==> src/rtl/wave_counter_pkg.sv <==
// wave_counter_pkg: direction decode and count-width helper shared by wave_counter and its instantiators
package wave_counter_pkg;
  typedef enum logic [1:0] {HOLD, UP, DOWN} dir_e;
  function automatic int count_width(input int max_val);
    return ($clog2(max_val + 1) > 1) ? $clog2(max_val + 1) : 1;
  endfunction
  function automatic dir_e decode_dir(input logic up, input logic down);
    return (up == down) ? HOLD : (up ? UP : DOWN);
  endfunction
endpackage

==> src/rtl/wave_counter.sv <==
// wave_counter: modulo-(max_val_p+1) up/down counter; wrap_o exists only with WAVE_COUNTER_WRAP_PULSE_EN
module wave_counter
  import wave_counter_pkg::*;
#(
  parameter int max_val_p   = 99,
  parameter int reset_val_p = 0,
  localparam int width_lp   = count_width(max_val_p)
) (
  input  logic                clk_i,
  input  logic                reset_ni,
  input  logic                up_i,
  input  logic                down_i,
  output logic [width_lp-1:0] count_o
`ifdef WAVE_COUNTER_WRAP_PULSE_EN
  ,
  output logic                wrap_o
`endif
);
  if (max_val_p < 1) begin : g_bad_max
    $error("wave_counter: max_val_p must be at least 1");
  end
  if (reset_val_p < 0 || reset_val_p > max_val_p) begin : g_bad_reset
    $error("wave_counter: reset_val_p must lie in 0..max_val_p");
  end
  localparam logic [width_lp-1:0] max_c   = width_lp'(max_val_p);
  localparam logic [width_lp-1:0] reset_c = width_lp'(reset_val_p);
  dir_e                dir;
  logic                at_max, at_zero;
  logic [width_lp-1:0] count_next;
  // Wrap is decided before the +1/-1 so no intermediate ever exceeds max_val_p
  always_comb begin
    dir        = decode_dir(up_i, down_i);
    at_max     = count_o == max_c;
    at_zero    = count_o == '0;
    count_next = (dir == UP)   ? (at_max  ? '0    : count_o + width_lp'(1)) :
                 (dir == DOWN) ? (at_zero ? max_c : count_o - width_lp'(1)) : count_o;
  end
  always_ff @(posedge clk_i) begin
    if (!reset_ni) count_o <= reset_c;
    else count_o <= count_next;
  end
`ifdef WAVE_COUNTER_WRAP_PULSE_EN
  always_ff @(posedge clk_i) begin
    if (!reset_ni) wrap_o <= 1'b0;
    else wrap_o <= (dir == UP && at_max) || (dir == DOWN && at_zero);
  end
`endif
endmodule

==> config.mk <==
export PLATFORM = sky130hd
export DESIGN_NAME = wave_counter
export DESIGN_NICKNAME = d
export VERILOG_FILES = /design/src/rtl/wave_counter_pkg.sv /design/src/rtl/wave_counter.sv
export SDC_FILE = /design/constraint.sdc
export NUM_CORES = 1
export LEC_CHECK = 0
export BUFFER_PORTS_ARGS = -buffer_cell sky130_fd_sc_hd__buf_2
export CAP_MARGIN = 5
export CORE_MARGIN = 2
export CORE_UTILIZATION = 35
export CTS_CLUSTER_DIAMETER = 30
export DETAILED_ROUTE_END_ITERATION = 7
export PLACE_DENSITY = 0.54
export SLEW_MARGIN = 10
export SYNTH_ARGS = -nofsm -noshare
export SYNTH_HDL_FRONTEND = slang
export SYNTH_SLANG_ARGS = --single-unit
==> constraint.sdc <==
create_clock -name clk_i -period 2.6 [get_ports clk_i]
set_clock_uncertainty 0.2 [all_clocks]
set_input_delay 0.39 -clock clk_i [delete_from_list [all_inputs] [get_ports clk_i]]
set_output_delay 0.39 -clock clk_i [all_outputs]
set_load 0.03 [all_outputs]
==> results.md <==
- DR WL/cell: 12.9 um
- Setup crit end kind: flip-flop
- Total track usage: 0.151
- Minimum clock period: 1.77 ns
- Top reg by flops: count_o
- Avg Cell Area, Syn: 7.32 um^2
- Biggest regs: count_o (7)
- Critical path peak fanout: 8
- Initial antenna violation count: 0
- Area share of the largest cell type after synthesis: 0.225
- Largest net degree at the start of global routing: 13
- Startpoint types: flip-flop
- IO Port Bufs: 10
- First-pass GRT wire length: 2.28 mm
- Async SR Flop Fraction: 0
- Final Hold Viols: 0
- DP Cell Count: 106
- # diodes: 0
- Synthesized area: 622 um^2
- Post-Syn Instances: 85
- Die width: 46.2 um
- Routed wire length on met3: 81 um
- Row count: 15
- Grt ovf: 0
- CP bufs+invs: 0
- Vias in the first global route: 514
- Clock Path Buffers: 2
- Crit-path max cell delay: 0.46 ns
- Leak: 0.288 nW
- Final period util: 0.679
- Synth Register Bits: 7
- Fillers: 170
- CTS tree: yes
- Seq/Total Area, Yosys: 0.225
- Power Dens Cells: 734 nW/um^2
- Via-to-Cell Ratio: 5.83
- Hold_buf cts: 0
- Layout cell share with drive strength beyond 1: 0.172
- Crit path max-delay cell type: dfxtp_1
- CP top delay family: flip-flops
- Starting Density: 0.368
- Post-synth EDFFs: 0
- Worst-margin pin slew: 0.457 ns
- Die height: 46.2 um
- Postcts setup bufs: 0
- DRC: 0
- DIE AREA: 2130 um^2
- Synthesis Warnings: 0
- Clock sink count: 7
- Layout Nets: 102
- Tot Pwr: 0.000503 W
- Critical Path RT: 2.54 ns
- Cts bufs inserted: 3
- Core Area: 1690 um^2
- Top FF cell, synth: dfxtp_1
- I/O pins: 11
- Total number of vias: 641
- Critical path class: flip-flop to flip-flop
- Slew Limit Headroom: 0.695
- CP cell instances: ha_1 -> and3_1 -> a31oi_1 -> o311a_1
- Unrepaired setup endpoints after global routing: no
- Synth area leader: dfxtp_1
- Fin cells: 110
- Routed Antenna Nets: 0
- Final wirelength: 1.42 mm
- Post-DP HPWL: 980 um
- Setup TNS: 0 ns
- DRT Pass-1 Iters: 4
- WP data arrival: 1.71 ns
- Area growth, synth to finish: 10.1%
- DRT iter0 DRCs: 19
- Mapped Nets: 93
- Final setup viols: 0
- Post_cts resized: 0
- Max_cap viols: 0
- Most frequent cells in the layout: nand2_1 (10), buf_2 (10), nor2_1 (7), a21oi_1 (7), dfxtp_1 (7)
- Clock Latency Late Sink: 0.26 ns
- Max frequency: 566 MHz
- Maximum vdd drop: 0.279 mV
- Top cells by area, synth: dfxtp_1 (23%), ha_1 (8.0%), nand2_1 (6.0%)
- DR top layer: met4
- CTS HTree Levels: 1
- Synth cell types: 33
- Wire length on met2: 622 um
- Hold Path Class: primary input to flip-flop
- Gpl congestion: 0.813
- CTS root buf: clkbuf_4
- Largest register FFs: 7
- Reg clk slew, reported paths: 0.06 ns
- Max-slew violation count: 0
- Outcome: complete, no violations
- WL met1: 700 um
==> logic make-up after synthesis <==
family,Yosys count,synth area share
flops,7,0.225
simple gates,32,0.268
fa+ha+maj,4,0.0805
mux,1,0.0181
compound gates,26,0.274
xor+xnor,3,0.0423
buf+inv,12,0.0925
==> layout make-up <==
type                       instances  area, um^2  share of cell area
clock buffer                       4        26.3              0.0384
timing repair buffer              10        50.0              0.0731
multi-input combinational         66         424               0.620
sequential                         7         140               0.205
inverter                           6        22.5              0.0329
tap                               17        21.3              0.0311
==> routing by layer <==
layer  up-vias  GRT usage
met1       293      0.211
li1        324          -
met5         -          0
met2        20      0.217
met3         4     0.0471
met4         0     0.0514
==> power by group <==
group,switching (W),internal (W)
logic,0.000131,0.0000900
clock network,0.0000472,0.0000590
registers,0.0000498,0.000126
total,0.000228,0.000275
==> worst paths after layout <==
path | start | endpoint | slack (ns) | cells past startpoint
max | count_o[1] | count_o[0] | 0.83 | 4
min | reset_ni | count_o[0] | 0.20 | 2
max reg2reg | count_o[1] | count_o[0] | 0.83 | 4
min reg2reg | count_o[1] | count_o[1] | 0.37 | 2
==> Yosys cell counts (2+ instances only) <==
library cell,instances
a21oi_1,7
a31oi_1,5
a41oi_1,2
buf_2,4
dfxtp_1,7
ha_1,4
inv_1,6
nand2_1,10
nand3_1,4
nand4_1,2
nor2_1,7
nor3_1,2
o21ai_0,4
xnor2_1,2
==> metrics by stage <==
stage | setup WS [ns] | hold WS (ns) | area (um^2) | utilization
after floorplan | 0.805 | 0.321 | 622 | -
after global placement | 0.778 | 0.358 | 658 | 0.390
after detailed placement | 0.750 | 0.361 | 658 | 0.390
after CTS | 0.853 | 0.193 | 684 | 0.405
after global routing | 0.735 | 0.195 | 684 | 0.405
final | 0.835 | 0.197 | 684 | 0.405
==> worst register-to-register path, delay by kind of cell (launching register included) <==
| kind | cells | cell delay, ns |
|---|---|---|
| DFF | 1 | 0.46 |
| AOI/OAI and AO/OA | 2 | 0.43 |
| adders and majority gates | 1 | 0.32 |
| and+or+nand+nor | 1 | 0.23 |
Note: power is estimated with default switching activity, not from simulation.
